<file path="src/rtl/serial_adder_if.sv">
// serial_adder_if -- request/result bundle for the bit-serial adder.
//   start, a, b, cin (and sub when SERIAL_ADDER_SUB_EN is defined) : requester -> adder
//   busy, done, s, cout                                            : adder -> requester
// Modports: master (requester side), slave (adder side).
interface serial_adder_if #(parameter int W = 8);
   logic         start;
   logic [W-1:0] a;
   logic [W-1:0] b;
   logic         cin;
`ifdef SERIAL_ADDER_SUB_EN
   logic         sub;
`endif
   logic         busy;
   logic         done;
   logic [W-1:0] s;
   logic         cout;

`ifdef SERIAL_ADDER_SUB_EN
   modport master (output start, a, b, cin, sub, input busy, done, s, cout);
   modport slave  (input start, a, b, cin, sub, output busy, done, s, cout);
`else
   modport master (output start, a, b, cin, input busy, done, s, cout);
   modport slave  (input start, a, b, cin, output busy, done, s, cout);
`endif
endinterface

</file>
<file path="src/rtl/serial_adder.sv">
// serial_adder -- bit-serial W-bit adder. Operands are captured on an accepted
// start, fed LSB-first through a one-bit full-adder with a registered carry,
// and the sum bits are shifted into the result register from the MSB side.
// done pulses for one cycle with the final sum and carry-out, which then hold
// until the next accepted start.
// Ports:
//   clk   : rising-edge clock
//   rst_n : asynchronous active-low reset
//   bus   : serial_adder_if.slave (start/a/b/cin[/sub] in, busy/done/s/cout out)
// Optional feature: define SERIAL_ADDER_SUB_EN to compile in the sub input
// (subtract mode: B captured inverted, carry forced to 1).
module serial_adder #(
   parameter int W = 8
) (
   input  logic          clk,
   input  logic          rst_n,
   serial_adder_if.slave bus
);
   localparam int CW = $clog2(W);

   typedef enum logic [1:0] {IDLE, RUN, DONE} state_t;

   state_t        state, state_nxt;
   logic [W-1:0]  a_sh, b_sh, s_sh;
   logic          carry, cout_q;
   logic [CW-1:0] cnt;

   logic          accept, last;
   logic          fa_s, fa_c;
   logic [W-1:0]  b_in;
   logic          c_in;

   assign accept = (state == IDLE) && bus.start;
   assign last   = (cnt == CW'(W - 1));

   // one-bit full-adder slice on the current LSBs and the looped-back carry
   assign fa_s = a_sh[0] ^ b_sh[0] ^ carry;
   assign fa_c = (a_sh[0] & b_sh[0]) | (a_sh[0] & carry) | (b_sh[0] & carry);

`ifdef SERIAL_ADDER_SUB_EN
   // a - b = a + ~b + 1; cin is ignored when subtracting
   assign b_in = bus.sub ? ~bus.b : bus.b;
   assign c_in = bus.sub ? 1'b1   : bus.cin;
`else
   assign b_in = bus.b;
   assign c_in = bus.cin;
`endif

   // state register
   always_ff @(posedge clk or negedge rst_n) begin
      if (!rst_n) state <= IDLE;
      else        state <= state_nxt;
   end

   // next-state logic
   always_comb begin
      state_nxt = state;
      case (state)
         IDLE:    if (bus.start) state_nxt = RUN;
         RUN:     if (last)      state_nxt = DONE;
         DONE:                   state_nxt = IDLE;
         default:                state_nxt = IDLE;
      endcase
   end

   // outputs decoded from state
   always_comb begin
      bus.busy = 1'b0;
      bus.done = 1'b0;
      case (state)
         RUN:     bus.busy = 1'b1;
         DONE:    begin bus.busy = 1'b1; bus.done = 1'b1; end
         default: ;
      endcase
   end

   // datapath: operand shifters, carry loop, result shifter, bit counter
   always_ff @(posedge clk or negedge rst_n) begin
      if (!rst_n) begin
         a_sh   <= '0;
         b_sh   <= '0;
         s_sh   <= '0;
         carry  <= 1'b0;
         cout_q <= 1'b0;
         cnt    <= '0;
      end else if (accept) begin
         a_sh  <= bus.a;
         b_sh  <= b_in;
         carry <= c_in;
         cnt   <= '0;
      end else if (state == RUN) begin
         a_sh  <= a_sh >> 1;
         b_sh  <= b_sh >> 1;
         s_sh  <= {fa_s, s_sh[W-1:1]};
         carry <= fa_c;
         cnt   <= cnt + CW'(1);
         if (last) cout_q <= fa_c;
      end
   end

   assign bus.s    = s_sh;
   assign bus.cout = cout_q;
endmodule

</file>
<file path="src/flat_wrapper.sv">
// flat-port wrapper written by rule: the top's interface ports become plain ports
module serial_adder_flat 
#(
   parameter int W = 8
)
  (clk, rst_n, bus_start, bus_a, bus_b, bus_cin, bus_busy, bus_done, bus_s, bus_cout);
  serial_adder_if #(.W(W)) bus_i ();
  input  logic clk;
  input  logic rst_n;
  input wire logic [$bits(bus_i.start)-1:0] bus_start;
  input wire logic [$bits(bus_i.a)-1:0] bus_a;
  input wire logic [$bits(bus_i.b)-1:0] bus_b;
  input wire logic [$bits(bus_i.cin)-1:0] bus_cin;
  output wire logic [$bits(bus_i.busy)-1:0] bus_busy;
  output wire logic [$bits(bus_i.done)-1:0] bus_done;
  output wire logic [$bits(bus_i.s)-1:0] bus_s;
  output wire logic [$bits(bus_i.cout)-1:0] bus_cout;
  assign bus_i.start = bus_start;
  assign bus_i.a = bus_a;
  assign bus_i.b = bus_b;
  assign bus_i.cin = bus_cin;
  assign bus_busy = bus_i.busy;
  assign bus_done = bus_i.done;
  assign bus_s = bus_i.s;
  assign bus_cout = bus_i.cout;
  serial_adder #(.W(W)) u_core (.clk(clk), .rst_n(rst_n), .bus(bus_i));
endmodule
</file>
<file path="config.mk">
export PLATFORM = sky130hd
export DESIGN_NAME = serial_adder_flat
export DESIGN_NICKNAME = d
export VERILOG_FILES = /design/src/rtl/serial_adder_if.sv /design/src/rtl/serial_adder.sv /design/src/flat_wrapper.sv
export SDC_FILE = /design/constraint.sdc
export NUM_CORES = 1
export LEC_CHECK = 0
export BUFFER_PORTS_ARGS = -buffer_cell sky130_fd_sc_hd__buf_2
export CORE_MARGIN = 10
export CORE_UTILIZATION = 48
export DETAILED_ROUTE_END_ITERATION = 12
export PLACE_DENSITY = 0.78
export RECOVER_POWER = 50
export REMOVE_ABC_BUFFERS = 1
export SETUP_SLACK_MARGIN = 0.4
export SLEW_MARGIN = 10
export SYNTH_ARGS = -nofsm -noshare
export SYNTH_HDL_FRONTEND = slang
export SYNTH_SLANG_ARGS = --single-unit
</file>
<file path="constraint.sdc">
create_clock -name clk -period 1.5 [get_ports clk]
set_input_delay 0.15 -clock clk [delete_from_list [all_inputs] [get_ports clk]]
set_output_delay 0.15 -clock clk [all_outputs]
set_load 0.02 [all_outputs]
</file>
Word level (Yosys, flattened, before mapping):

Index checks and enable logic that the tools add are counted.

* $lt $le $gt $ge: 0
* bitwise operators: 8
* $mul: 0
* reductions and logical operators: 7
* divide/modulo/power cells: 0
* equal/unequal tests: 5
* shifts and indexed selects: 0
* mux-type cells: 13
* add/sub/neg operators: 1

Operator list (number)
* $mux W8: 4
* $mux W3: 2
* $mux W1: 4
* $mux W2: 2
* $pmux W2 S2: 1
* $reduce_and A2 Y1: 2
* $add A3 B1 Y3 const B: 1
* $and A1 B1 Y1: 3
* $eq A3 B3 Y1 const B: 1
* $reduce_and A3 Y1: 1
* $eq A2 B1 Y1 const B: 1
* $eq A2 B2 Y1 const B: 1
* $logic_not A2 Y1: 1
* $ne A2 B1 Y1 const B: 1
* $ne A2 B2 Y1 const B: 1
* $or A1 B1 Y1: 2
* $reduce_bool A2 Y1: 1
* $reduce_or A2 Y1: 1
* $xor A1 B1 Y1: 2
* $logic_and A1 B1 Y1: 1
* $not A1 Y1: 1

* word-level logic and storage cells: 41
* ROM bits: 0
* bits of input ports: 20
* latch bits: 0
* memories kept: 0
* bits in writable memories: 0
* flip-flop bits (word level): 31

Depth between registers and ports, before layout:

* depth in word-level cells: 5
* depth in mapped cells: 7
* depth with buffers taken out: 5

Worst setup path before layout:

No wires, ideal clock.

* path kind: flip-flop to flip-flop
* start: reg u_core.state[1]
* end: reg u_core.state[0]
* setup time: 0.125 ns
* stages on the path, launching flop included: 7
* arrival time: 1.328 ns
* setup slack: 0.046 ns
* period minus slack after synthesis: 1.454 ns
* data required time: 1.375 ns
* path through: dfrtp_1 > inv_1 > ha_1 > buf_6 > inv_6 > o22ai_4 > mux2_4

* longest elaborated chain between the ends: 3

Ends and longest elaborated chain
* start: declaration: RTL line serial_adder.sv:23 `state_t state, state_nxt;`
* start signal: assignment: RTL line serial_adder.sv:52 `else state <= state_nxt;`
* $eq A2 B1 Y1 / $logic_not A2 Y1 (equally long branches): RTL line serial_adder.sv:58 `case (state)`
* $ne A2 B1 Y1 (no source line) / $ne A2 B2 Y1 (equally long branches)
* $reduce_and A2 Y1 (no source line)

Several ways; a longest one is shown, not always the timed one.
A chain may end at the register's enable or synchronous reset.

Worst setup path after layout:

* start: reg u_core.state[1]
* end: reg u_core.state[1]

Same word-level chain as after synthesis.

==> reports/qor.json <==
{
  "synth_adder_area_share": {"value": 0.07338},
  "layoutNonFillerInstCount": {"value": 216},
  "vias": {"value": 1154},
  "dpl_cell_area": {"value": 0.001635, "unit": "mm2"},
  "number_of_global_route_vias_before_repair": {"value": 1106},
  "clk-insertion-delay-late": {"value": 0.35, "unit": "ns"},
  "route.detailed.vias_per_inst": {"value": 5.343},
  "setup_ws_pre_cts": {"value": -0.009810, "unit": "ns"},
  "portbufs": {"value": 30},
  "grt_overflow": {"value": 0},
  "most_frequent_standard_cell_in_the_layout_excluding_fill_and_tap_cells": {"value": "dfrtp_1"},
  "number_of_fillers_in_the_final_layout": {"value": 148},
  "gr-usage-met1": {"value": 0.1518},
  "io_pins": {"value": 31},
  "number_of_clock_buffers_inserted_by_tritoncts": {"value": 5},
  "hold_violation_total_from_the_final_report": {"value": 0},
  "global_route_wire_length_before_repair": {"value": 5478, "unit": "um"},
  "post_synth_xor_area_fraction": {"value": 0.005973},
  "most-common-layout-cells": {"value": "dfrtp_1 (31), buf_2 (22), mux2i_1 (14)"},
  "y_dimension_of_the_die": {"value": 75.27, "unit": "um"},
  "ys_types": {"value": 18},
  "final_min_period_over_clock_period": {"value": 0.9559},
  "worst_pin_slew": {"value": 0.7542, "unit": "ns"},
  "hold_path.class": {"value": "primary input to flop"},
  "setup_ws": {"value": 0.06615, "unit": "ns"},
  "placementRows": {"value": 19},
  "netlist_instances": {"value": 121},
  "ys_seq_elements": {"value": 31},
  "detailed_route_wire_length_per_cell": {"value": 19.85, "unit": "um"},
  "rsz0062_at_grt": {"value": "yes"},
  "timing.max_slew.rel_slack": {"value": 0.4972},
  "grt_start_max_net_pins": {"value": 32},
  "synthesis.area_per_instance": {"value": 12.12, "unit": "um2"},
  "report.final.slew_viol_count": {"value": 0},
  "cts_root_buffer": {"value": "clkbuf_4"},
  "crit_path_arrival_time": {"value": 1.68, "unit": "ns"},
  "number_of_instances_in_the_placed_design": {"value": 178},
  "aggregate_routed_wire_length": {"value": 4287, "unit": "um"},
  "gp_congestion": {"value": 0.6943},
  "synthSimpleGateAreaFrac": {"value": 0.06314},
  "yosysWarningCount": {"value": 0},
  "max-cap-violations": {"value": 0},
  "setup-violations-final": {"value": 0},
  "startpoint_of_the_most_critical_hold_path": {"value": "bus_a[6]"},
  "synth_area": {"value": 0.001466, "unit": "mm2"},
  "critical_path.endpoint_type": {"value": "flop"},
  "maximum_clock_rate": {"value": 0.6974, "unit": "GHz"},
  "finalClockSkew": {"value": 0.006213, "unit": "ns"},
  "dieArea": {"value": 0.005666, "unit": "mm2"},
  "globalRouteTotalUtil": {"value": 0.1328},
  "synth.yosys.seq_area_share": {"value": 0.5290},
  "finish.instance_area": {"value": 0.002351, "unit": "mm2"},
  "synth.largest_area_cell": {"value": "dfrtp_1"},
  "crit_path_max_fanout": {"value": 4},
  "synth_compound_area_frac": {"value": 0.07167},
  "initial_utilization": {"value": 0.5184},
  "synth.top_cells.by_area": {"value": "dfrtp_1 (53%), mux2i_1 (12%), mux2_2 (6.9%)"},
  "grtUsageMet2": {"value": 0.2095},
  "cts.htree.levels": {"value": 2},
  "core_area": {"value": 0.002829, "unit": "mm2"},
  "drtAntennaViolNets": {"value": 0},
  "grt_util_met3": {"value": 0.05650},
  "yosys-mux-area-fraction": {"value": 0.2056},
  "dr.first_iter.drc_count": {"value": 75},
  "final_period_minus_worst_setup_slack": {"value": 1.434, "unit": "ns"},
  "clock_tree.buffer_depth": {"value": 2},
  "antenna_cells_inserted": {"value": 0},
  "area_delta_synth_final": {"value": 60.32, "unit": "%"},
  "detail_route.drc_violations": {"value": 0},
  "detail_route.first_pass.iterations": {"value": 4},
  "post_route_cells_drive_above_1_share": {"value": 0.5676},
  "cp.required": {"value": 1.74, "unit": "ns"},
  "cts_sinks": {"value": 31},
  "grt_most_used_layer": {"value": "met2"},
  "path_clk_slew": {"value": 0.10, "unit": "ns"},
  "startpoint": {"value": "u_core.state[1]"},
  "tritoncts": {"value": "done"},
  "synth_top_family_by_area": {"value": "multiplexers"},
  "final_net_count": {"value": 212},
  "critical_path_class": {"value": "flop to flop"},
  "fin_util": {"value": 0.8310},
  "outcome": {"value": "completed"},
  "rr_startpoint": {"value": "u_core.state[1]"},
  "antenna_found_initial": {"value": 0},
  "critical_path.startpoint_type": {"value": "flop"},
  "die_width": {"value": 75.27, "unit": "um"},
  "power.leakage": {"value": 1.102, "unit": "nW"},
  "worst_ir_drop_vdd": {"value": 1.619, "unit": "mV"},
  "p_per_area": {"value": 2432, "unit": "mW/mm2"},
  "synth.top_cell.area_share": {"value": 0.5290}
}
[flip-flops by register name, summed over array words and instances, names as in the netlist]
| signal | count |
|---|---|
| u_core.b_sh | 8 |
| u_core.state | 2 |
| u_core.bus.cout | 1 |
| u_core.carry | 1 |
| u_core.cnt | 3 |
| u_core.bus.s | 8 |
| u_core.a_sh | 8 |
[area by class of cell]
| type | count | area (um2) | area share |
|---|---|---|---|
| Clock buffer | 8 | 68.82 | 0.02927 |
| Inverter | 4 | 22.52 | 0.009580 |
| Multi-Input combinational cell | 79 | 817.0 | 0.3475 |
| Sequential cell | 31 | 775.7 | 0.3300 |
| Tap cell | 31 | 38.79 | 0.01650 |
| Timing Repair Buffer | 63 | 628.1 | 0.2672 |
[worst max-delay path, stage by stage (launching register included)]
cell and delay [ns]:
dfrtp_1 0.44, inv_4 0.12, ha_4 0.19, clkinv_4 0.07, o22ai_4 0.17, mux2_4 0.32
[metrics by stage]
stage | setup TNS [ns] | power, mW | hold WS, ns
after floorplan | -5.604 | 2.830 | -0.1456
after global placement | 0 | 3.247 | 0.2168
after detailed placement | -0.03005 | 3.384 | 0.2287
after CTS | 0 | 4.608 | 0.008297
after global routing | 0 | 6.003 | 0.02094
final | 0 | 5.717 | 0.005544
[what timing repair did]
item,4_1_cts,5_1_grt
endpoints found under the setup margin,33,33
gates cloned,4,4
buffers inserted,6,15
pin swaps,2,10
endpoints found under the hold margin,31,0
gates resized for setup,26,49
hold buffers,1,0
[Yosys cell counts (all sizes together)]
cell type	instances
and2	1
buf	7
dfrtp	31
fa	1
ha	7
inv	4
mux2	11
mux2i	17
nand2	20
nor2	3
o21ai	17
o22ai	1
xnor2	1
[logic make-up after synthesis]
| family | after synthesis |
|---|---|
| mux | 28 |
| simple gates | 24 |
| fa+ha+maj | 8 |
| flops | 31 |
| buf+inv | 11 |
| xor+xnor | 1 |
| compound gates | 18 |
[metal layers]
| layer | routed length (um) | part of all wire | vias up |
|---|---|---|---|
| met2 | 2163 | 0.50 | 38 |
| met3 | 283 | 0.066 | 9 |
| met4 | 107 | 0.025 | 0 |
| li1 | - | - | 537 |
| met1 | 1733 | 0.40 | 570 |
| met5 | 0 | 0 | - |
[path summary, 6_finish.rpt]
path,to,slack (ns),cells past startpoint
setup / recovery,u_core.state[1],0.07,5
hold / removal,u_core.a_sh[6],0.006,3
setup reg to reg,u_core.state[1],0.07,5
hold reg to reg,u_core.bus.s[0],0.52,1
max in group asynchronous,u_core.b_sh[7],0.63,2
min in group asynchronous,u_core.a_sh[2],0.39,2
[power by group]
part	internal [mW]	total, mW	switching [mW]
clock	0.275	0.577	0.302
sequential	1.25	1.57	0.319
combinational	2.06	3.57	1.51
total	3.58	5.72	2.13
Power figures use the tool's default switching activity.
